**src/rtl/n_bit_divider.sv**
```systemverilog
// n_bit_divider: sequential restoring divider, one quotient bit per clock.
//
// Divides a 2N-bit dividend by an N-bit divisor. It returns a 2N-bit quotient
// and an N-bit remainder. A start/done handshake controls each operation.
//
// Optional feature macro: DIV_SIGNED_EN.
//   Undefined : unsigned operands. Latency is 2N+1 edges from start to the done cycle.
//   Defined   : two's-complement operands. The core divides the magnitudes, then
//               an extra FIX cycle applies the signs. Latency is 2N+2 edges.
//
// Ports:
//   clk          rising-edge clock
//   reset        asynchronous, active-high reset; aborts any operation
//   start        request; sampled only in IDLE or DONE
//   dividend     2N-bit numerator, latched on an accepted start
//   divisor      N-bit denominator, latched on an accepted start
//   busy         high while iterating (and during FIX in signed builds)
//   done         one-cycle pulse; results are valid in that cycle
//   quotient     2N-bit result, held until the next completion
//   remainder    N-bit result, held until the next completion
//   div_by_zero  set together with done when the latched divisor was 0

module n_bit_divider #(
    parameter int unsigned N = 8
) (
    input  logic           clk,
    input  logic           reset,
    input  logic           start,
    input  logic [2*N-1:0] dividend,
    input  logic [N-1:0]   divisor,
    output logic           busy,
    output logic           done,
    output logic [2*N-1:0] quotient,
    output logic [N-1:0]   remainder,
    output logic           div_by_zero
);

    localparam int unsigned CW = $clog2(2 * N + 1);

    localparam logic [1:0] StIdle = 2'd0;
    localparam logic [1:0] StRun  = 2'd1;
    localparam logic [1:0] StDone = 2'd2;
`ifdef DIV_SIGNED_EN
    localparam logic [1:0] StFix  = 2'd3;
`endif

    logic [1:0]     state_q, state_d;
    logic [CW-1:0]  count_q, count_d;
    // The restored partial remainder is always below the divisor, so N bits
    // are enough to store it. Only the shifted trial value needs N+1 bits.
    logic [N-1:0]   prem_q, prem_d;
    logic [2*N-1:0] shreg_q, shreg_d;
    logic [N-1:0]   dvs_q, dvs_d;
    logic [2*N-1:0] quot_q, quot_d;
    logic [N-1:0]   rem_q, rem_d;
    logic           dbz_q, dbz_d;
`ifdef DIV_SIGNED_EN
    logic           qneg_q, qneg_d;   // quotient negative: operand signs differ
    logic           rneg_q, rneg_d;   // remainder follows the dividend sign
`endif

    logic [N:0]     shifted;
    logic [N:0]     trial;

    always_comb begin
        state_d = state_q;
        count_d = count_q;
        prem_d  = prem_q;
        shreg_d = shreg_q;
        dvs_d   = dvs_q;
        quot_d  = quot_q;
        rem_d   = rem_q;
        dbz_d   = dbz_q;
`ifdef DIV_SIGNED_EN
        qneg_d  = qneg_q;
        rneg_d  = rneg_q;
`endif

        shifted = {prem_q, shreg_q[2*N-1]};
        trial   = shifted - {1'b0, dvs_q};

        case (state_q)
            StIdle, StDone: begin
                if (start) begin
                    if (divisor == '0) begin
                        dvs_d   = divisor;
                        state_d = StDone;
                        quot_d  = '1;
                        rem_d   = '0;
                        dbz_d   = 1'b1;
                    end else begin
                        state_d = StRun;
                        count_d = CW'(2 * N);
                        prem_d  = '0;
`ifdef DIV_SIGNED_EN
                        shreg_d = dividend[2*N-1] ? -dividend : dividend;
                        dvs_d   = divisor[N-1] ? -divisor : divisor;
                        qneg_d  = dividend[2*N-1] ^ divisor[N-1];
                        rneg_d  = dividend[2*N-1];
`else
                        shreg_d = dividend;
                        dvs_d   = divisor;
`endif
                    end
                end else begin
                    state_d = StIdle;
                end
            end

            StRun: begin
                if (!trial[N]) begin
                    prem_d  = trial[N-1:0];
                    shreg_d = {shreg_q[2*N-2:0], 1'b1};
                end else begin
                    prem_d  = shifted[N-1:0];
                    shreg_d = {shreg_q[2*N-2:0], 1'b0};
                end
                count_d = count_q - CW'(1);
                if (count_q == CW'(1)) begin
`ifdef DIV_SIGNED_EN
                    state_d = StFix;
`else
                    state_d = StDone;
                    quot_d  = shreg_d;
                    rem_d   = prem_d;
                    dbz_d   = 1'b0;
`endif
                end
            end

`ifdef DIV_SIGNED_EN
            StFix: begin
                // Negating the magnitude wraps -2^(2N-1) / -1 to 2^(2N-1).
                state_d = StDone;
                quot_d  = qneg_q ? -shreg_q : shreg_q;
                rem_d   = rneg_q ? -prem_q : prem_q;
                dbz_d   = 1'b0;
            end
`endif

            default: state_d = StIdle;
        endcase
    end

    always_ff @(posedge clk or posedge reset) begin
        if (reset) begin
            state_q <= StIdle;
            count_q <= '0;
            prem_q  <= '0;
            shreg_q <= '0;
            dvs_q   <= '0;
            quot_q  <= '0;
            rem_q   <= '0;
            dbz_q   <= 1'b0;
`ifdef DIV_SIGNED_EN
            qneg_q  <= 1'b0;
            rneg_q  <= 1'b0;
`endif
        end else begin
            state_q <= state_d;
            count_q <= count_d;
            prem_q  <= prem_d;
            shreg_q <= shreg_d;
            dvs_q   <= dvs_d;
            quot_q  <= quot_d;
            rem_q   <= rem_d;
            dbz_q   <= dbz_d;
`ifdef DIV_SIGNED_EN
            qneg_q  <= qneg_d;
            rneg_q  <= rneg_d;
`endif
        end
    end

`ifdef DIV_SIGNED_EN
    assign busy = (state_q == StRun) || (state_q == StFix);
`else
    assign busy = (state_q == StRun);
`endif
    assign done        = (state_q == StDone);
    assign quotient    = quot_q;
    assign remainder   = rem_q;
    assign div_by_zero = dbz_q;

endmodule

```
**config.mk**
```make
export PLATFORM = sky130hd
export DESIGN_NAME = n_bit_divider
export DESIGN_NICKNAME = d
export VERILOG_FILES = /design/src/rtl/n_bit_divider.sv
export SDC_FILE = /design/constraint.sdc
export NUM_CORES = 1
export LEC_CHECK = 0
export ABC_CLOCK_PERIOD_IN_PS = 4100
export CAP_MARGIN = 20
export CORE_AREA = 2 2 108 121
export DETAILED_ROUTE_END_ITERATION = 7
export DIE_AREA = 0 0 110 123
export GPL_TIMING_DRIVEN = 0
export PLACE_DENSITY_LB_ADDON = 0.25
export SLEW_MARGIN = 20
export SYNTH_ARGS = -nofsm -noshare
export SYNTH_HDL_FRONTEND = slang
export SYNTH_SLANG_ARGS = --single-unit
```
**constraint.sdc**
```tcl
create_clock -name clk -period 4.1 [get_ports clk]
set_input_delay 0.82 -clock clk [delete_from_list [all_inputs] [get_ports clk]]
set_output_delay 0.82 -clock clk [all_outputs]
set_load 0.01 [all_outputs]
```
==> results of run 1 <==
## critical path: stages, from the launching register on
cell and delay, ns:
dfrtp_1 0.38, inv_1 0.08, ha_1 0.14, inv_1 0.06, fa_1 0.43, a211oi_2 0.30, nor3_1 0.11, or4_4 0.50
nand4_4 0.12, buf_8 0.17, mux2i_1 0.30, o21ai_1 0.11
## flip-flops by register name (all words and copies together) (netlist names)
| register | cells |
|---|---|
| count_q | 5 |
| div_by_zero | 1 |
| dvs_q | 8 |
| prem_q | 8 |
| quotient | 16 |
| remainder | 8 |
| shreg_q | 16 |
| state_q | 2 |
## Yosys cell counts, drive strengths merged, types with 2 or more instances
| cell | number |
|---|---|
| a21o | 3 |
| a21oi | 7 |
| a31oi | 16 |
| buf | 6 |
| clkbuf | 9 |
| dfrtp | 64 |
| ha | 10 |
| inv | 16 |
| mux2 | 9 |
| mux2i | 6 |
| nand2 | 48 |
| nand2b | 3 |
| nand3 | 15 |
| nor2 | 20 |
| nor3 | 5 |
| nor4 | 2 |
| o21ai | 21 |
| o21bai | 2 |
| o22a | 16 |
| or4 | 2 |
| xnor2 | 4 |
| xor2 | 4 |
## power by group through the flow
stage          sequential [W]  combinational (W)  clock [W]
2_1_floorplan         0.00118            0.00125          0
6_report              0.00117            0.00189   0.000763
4_1_cts               0.00117            0.00192   0.000781
3_5_place_dp          0.00118            0.00191          0
3_3_place_gp          0.00118            0.00186          0
5_1_grt               0.00122            0.00212   0.000812
## through the flow
step	cells	instance area (um2)
global route	523	4060
detailed placement	507	3760
global placement	506	3740
CTS	523	4060
floorplan	296	3010
finish	523	4060
## worst min-delay path by stage
stage / slack (ns) / depth (start not counted) / startpoint / end
after global placement: 0.47 / 1 / quotient[0] / quotient[0]
after CTS: 0.49 / 2 / remainder[5] / remainder[5]
after global routing: 0.52 / 1 / quotient[6] / quotient[6]
final: 0.48 / 2 / remainder[5] / remainder[5]
after floorplan: 0.48 / 1 / dvs_q[1] / dvs_q[1]
after detailed placement: 0.48 / 1 / quotient[0] / quotient[0]
## kinds of logic (layout without fill, tap and decap cells)
kind of cell / after synthesis / after routing / synth area share
AOI/OAI and AO/OA: 68 / 68 / 0.149
xor gates and xnor gates: 8 / 8 / 0.0233
adders and majority gates: 11 / 11 / 0.0482
buffers and inverters: 31 / 101 / 0.0441
DFF: 64 / 64 / 0.532
muxes: 15 / 15 / 0.0536
and+or+nand+nor: 99 / 99 / 0.150
## metal layers
metal,track usage,routed length (um),vias up
li1,-,-,1161
met1,0.164,3550,1156
met2,0.197,3690,56
met3,0.0369,359,8
met4,0.0332,83,0
met5,0,0,-
## area by class of cell
| type | count | area share |
|---|---|---|
| Sequential cell | 64 | 0.395 |
| Buffer | 15 | 0.0179 |
| Timing Repair Buffer | 54 | 0.136 |
| Clock buffer | 9 | 0.0555 |
| Multi-Input combinational cell | 201 | 0.315 |
| Clock inverter | 7 | 0.0176 |
| Inverter | 16 | 0.0154 |
| Tap cell | 157 | 0.0484 |
==> impl_metrics.yaml, run 1 <==
status:
  status: "complete, no violations"
critical_path:
  reg2reg_to: "remainder[2]"
  criticalPathCategory: "reg -> reg"
  crit_end: "remainder[2]"
  worstRegToRegCells: 11
  crit-reg2reg-launch: "shreg_q[15]"
  worstPathArrival_ns: 3.03
  r2r_slack_ns: 1.26
  crit_start: "shreg_q[15]"
  worst_setup_path_start_kind: "register"
  cp.required_ns: 4.29
  worst_setup_path_end_kind: "register"
  path_max_fanout: 10
power:
  pwr-share-comb: 0.494
  swShare: 0.389
  p_leak_nw: 1.73
  pwr-share-seq: 0.306
  p_clk_frac: 0.200
  power_density_nw_per_um2: 941
  ir_worst_vdd_uv: 308
  power_w: 0.00382
  internal_power_w: 0.00233
  p_sw_w: 0.00149
routing:
  ant_nets: 0
  drc_errors: 0
  drt_iter0_markers: 95
  vias: 2381
  wl_per_cell_um: 14.7
  via_per_inst: 4.55
  wirelength_mm: 7.68
  dr.pass1.iters: 4
clock_tree:
  ctsResizeCount: 0
  clk_pin_slew_ns: 0.06
  post_cts_buffers: 0
  cts_root_buf: "clkbuf_16"
  cts_hold_buf: 0
  clkSinkCount: 64
  htreeDepth: 3
  cts_buffer_depth: 2
  numCtsBuffers: 9
  clk_latency_ns: 0.33
  cts_tree: "built"
placement:
  hpwl_mm: 5.54
  port_buffers: 53
  place.gp.congestion: 0.719
  place_ws_ns: 1.05
timing:
  finalSetupTns_ns: 0
  hold_violations: 0
  maxSlewHeadroom: 0.548
  fin_skew_ns: 0.00785
  rsz0062_at_grt: "no"
  setup_viol_count_final: 0
  whs_ns: 0.484
  fin_ws_ns: 1.26
  final_max_slew_viol_count: 0
  max_slew.worst_pin.slew_ns: 0.678
  fmax_mhz: 352
  period_needed_ns: 2.84
  fin_crit_sh: 0.693
grt:
  grt_pass1_vias: 2497
  grt_pass1_wl_mm: 12.8
  antenna_found_initial: 0
  overflow: 0
  grt_start_max_net_pins: 35
  grt_util_all_layers: 0.124
logic_synthesis:
  synthTopCellsByArea: "dfrtp_1 (53%), nand2_1 (6.0%), o22a_1 (4.7%)"
  ys_types: 36
  ys_warn_count: 0
  synth_top_cell_area_share: 0.532
  syn_area_um2: 3010
  netlist_instances: 296
  async_reset_ff_frac: 1.00
  ys_seq_area_frac: 0.532
  synth_edf_count: 0
  syn_avg_cell_area_um2: 10.2
  ys_ff_latch: 64
  synth_nets: 334
  synth_flop_cell: "dfrtp_1"
  yosysTopAreaCell: "dfrtp_1"
finish:
  nets: 399
  n_antenna_cell: 0
  final_common_cell: "dfrtp_1"
  final_cell_mix: "dfrtp_1 (64), clkdlybuf4s50_1 (53), nand2_1 (48), nor2_1 (19)"
  multi_input_area_um2: 1280
  num-fill-cells: 1288
  drive_gt1_frac: 0.104
  area_growth_pct: 34.7
  final_util: 0.329
  regArea_um2: 1600
floorplan:
  initial_core_util: 0.244
  die_w_um: 110
  die_h_um: 123
  pin_count: 54
  core-area_um2: 12300
  dieArea_um2: 13500
  rows: 43
min_path:
  hold_class: "reg -> reg"
flow_run:
  cap_violations: 0
No activity file was read; power rests on OpenSTA's default activity.
==> run 2, diff against run 1 <==
--- a/config.mk
+++ b/config.mk
@@ -5,7 +5,7 @@
 export SDC_FILE = /design/constraint.sdc
 export NUM_CORES = 1
 export LEC_CHECK = 0
-export ABC_CLOCK_PERIOD_IN_PS = 4100
+export ABC_CLOCK_PERIOD_IN_PS = 2600
 export CAP_MARGIN = 20
 export CORE_AREA = 2 2 108 121
 export DETAILED_ROUTE_END_ITERATION = 7
==> constraint.sdc (replaced) <==
create_clock -name clk -period 2.6 [get_ports clk]
set_input_delay 0.52 -clock clk [delete_from_list [all_inputs] [get_ports clk]]
set_output_delay 0.52 -clock clk [all_outputs]
set_load 0.01 [all_outputs]
==> run 2 against run 1 <==
  * Die area is the same
  * Critical endpoint unchanged
  * Global-route usage rose by 0.061 points
  * Highest routed layer unchanged
  * Final area rose by 4.3%
  * Register-to-register slack got worse by 1.2 ns
==> impl_metrics.yaml, run 2 (synthesis gave the netlist of run 1 again) <==
status:
  status: "complete, no violations"
finish:
  drive_gt1_frac: 0.153
  num-fill-cells: 1274
  area_growth_pct: 40.5
  final_common_cell: "dfrtp_1"
  nets: 406
  final_cell_mix: "dfrtp_1 (64), clkdlybuf4s50_1 (53), nand2_1 (48), nor2_1 (19)"
  n_antenna_cell: 0
grt:
  overflow: 0
  grt_util_all_layers: 0.125
  grt_start_max_net_pins: 35
  grt_pass1_vias: 2506
  grt_pass1_wl_mm: 12.9
  antenna_found_initial: 0
critical_path:
  reg2reg_to: "remainder[2]"
  cp_slowest_stage_delay_ns: 0.43
  worstRegToRegCells: 11
  worst_setup_path_start_kind: "register"
  r2r_slack_ns: 0.04
  slowest_stage: "or4_4"
  criticalPathCategory: "reg -> reg"
  worstPathArrival_ns: 2.75
  path_max_fanout: 5
  crit-reg2reg-launch: "shreg_q[15]"
  cp.required_ns: 2.79
  cpMostUsedCell: "inv_2"
  path_cells: "inv_2 > ha_4 > inv_2 > fa_2 > a211oi_4 > nor3_2 > or4_4 > nand4_4 > buf_12 > mux2i_4 > o21ai_1"
  worst_setup_path_end_kind: "register"
power:
  power_density_nw_per_um2: 1600
  ir_worst_vdd_uv: 515
  power_w: 0.00679
  p_leak_nw: 1.79
floorplan:
  die_w_um: 110
  die_h_um: 123
  core-area_um2: 12300
  pin_count: 54
  rows: 43
  initial_core_util: 0.244
  dieArea_um2: 13500
routing:
  via_per_inst: 4.56
  ant_nets: 0
  wirelength_mm: 7.80
  wl_per_cell_um: 14.7
  vias: 2419
  drc_errors: 0
  dr.pass1.iters: 4
  drt_iter0_markers: 100
timing:
  max_slew.worst_pin.slew_ns: 0.677
  setup_viol_count_final: 0
  fin_ws_ns: 0.0373
  period_needed_ns: 2.56
  fmax_mhz: 390
  fin_skew_ns: 0.00682
  finalSetupTns_ns: 0
  maxSlewHeadroom: 0.548
  hold_violations: 0
  final_max_slew_viol_count: 0
  fin_crit_sh: 0.986
  whs_ns: 0.485
  rsz0062_at_grt: "yes"
clock_tree:
  cts_buffer_depth: 2
  clk_latency_ns: 0.32
  clkSinkCount: 64
  cts_root_buf: "clkbuf_16"
  cts_tree: "built"
  htreeDepth: 3
  clk_pin_slew_ns: 0.06
  numCtsBuffers: 9
min_path:
  min_delay_path_depth: 2
  min_from: "remainder[2]"
  hold_class: "reg -> reg"
  min_to: "remainder[2]"
placement:
  hpwl_mm: 5.54
  port_buffers: 53
  place.gp.congestion: 0.719
  place_ws_ns: -0.236
flow_run:
  cap_violations: 0
==> run 2: changes by cell type in the layout (fill, tap and decap cells not counted), sizes merged <==
cell / previous run / this run
buf: 7 / 13
bufbuf: 0 / 1
==> run 2: power by group <==
group | leakage, nW | switching [W] | internal (W)
clock | 0.138 | 0.000459 | 0.000741
combinational | 0.909 | 0.00174 | 0.00198
sequential | 0.739 | 0.000358 | 0.00151
==> run 2: routing by layer <==
metal	vias up	global-route usage	part of all wire
li1	1180	-	-
met2	58	0.197	0.49
met4	0	0.0332	0.0083
met1	1175	0.166	0.45
met5	-	0	0
met3	6	0.0369	0.051
==> run 2: worst max-delay path by stage <==
stage,startpoint,endpoint
floorplan,shreg_q[15],remainder[1]
global placement,reset,quotient[5]
detailed placement,shreg_q[15],remainder[2]
CTS,shreg_q[15],remainder[2]
global route,shreg_q[15],remainder[2]
finish,shreg_q[15],remainder[2]
==> run 2: area by class of cell <==
cell class,instances,area (um2),area share
Tap cell,157,196,0.0464
Clock inverter,7,71.3,0.0169
Multi-Input combinational cell,201,1360,0.322
Inverter,16,62.6,0.0148
Clock buffer,9,225,0.0532
Buffer,14,73.8,0.0175
Sequential cell,64,1600,0.379
Timing Repair Buffer,62,636,0.150
==> run 2: worst max-delay path, delay by kind of cell (launching register included) <==
kind / cells / cell delay [ns]
simple gates: 3 / 0.64
fa+ha+maj: 2 / 0.49
flops: 1 / 0.39
compound gates: 2 / 0.35
buf+inv: 3 / 0.29
mux: 1 / 0.26
==> run 2: stage by stage <==
stage / area (um2) / std cells / utilization
finish: 4230 / 530 / 0.343
global route: 4230 / 530 / 0.343
CTS: 4190 / 529 / 0.340
detailed placement: 3760 / 507 / 0.305
global placement: 3740 / 506 / 0.303
floorplan: 3010 / 296 / -
==> run 2: timing repair <==
item                       CTS  global route
hold buffers                 0             0
buffers inserted             5             2
setup endpoints to repair   15            19
pin swaps                    4             7
resized for setup           11             8
gates cloned                 1             0
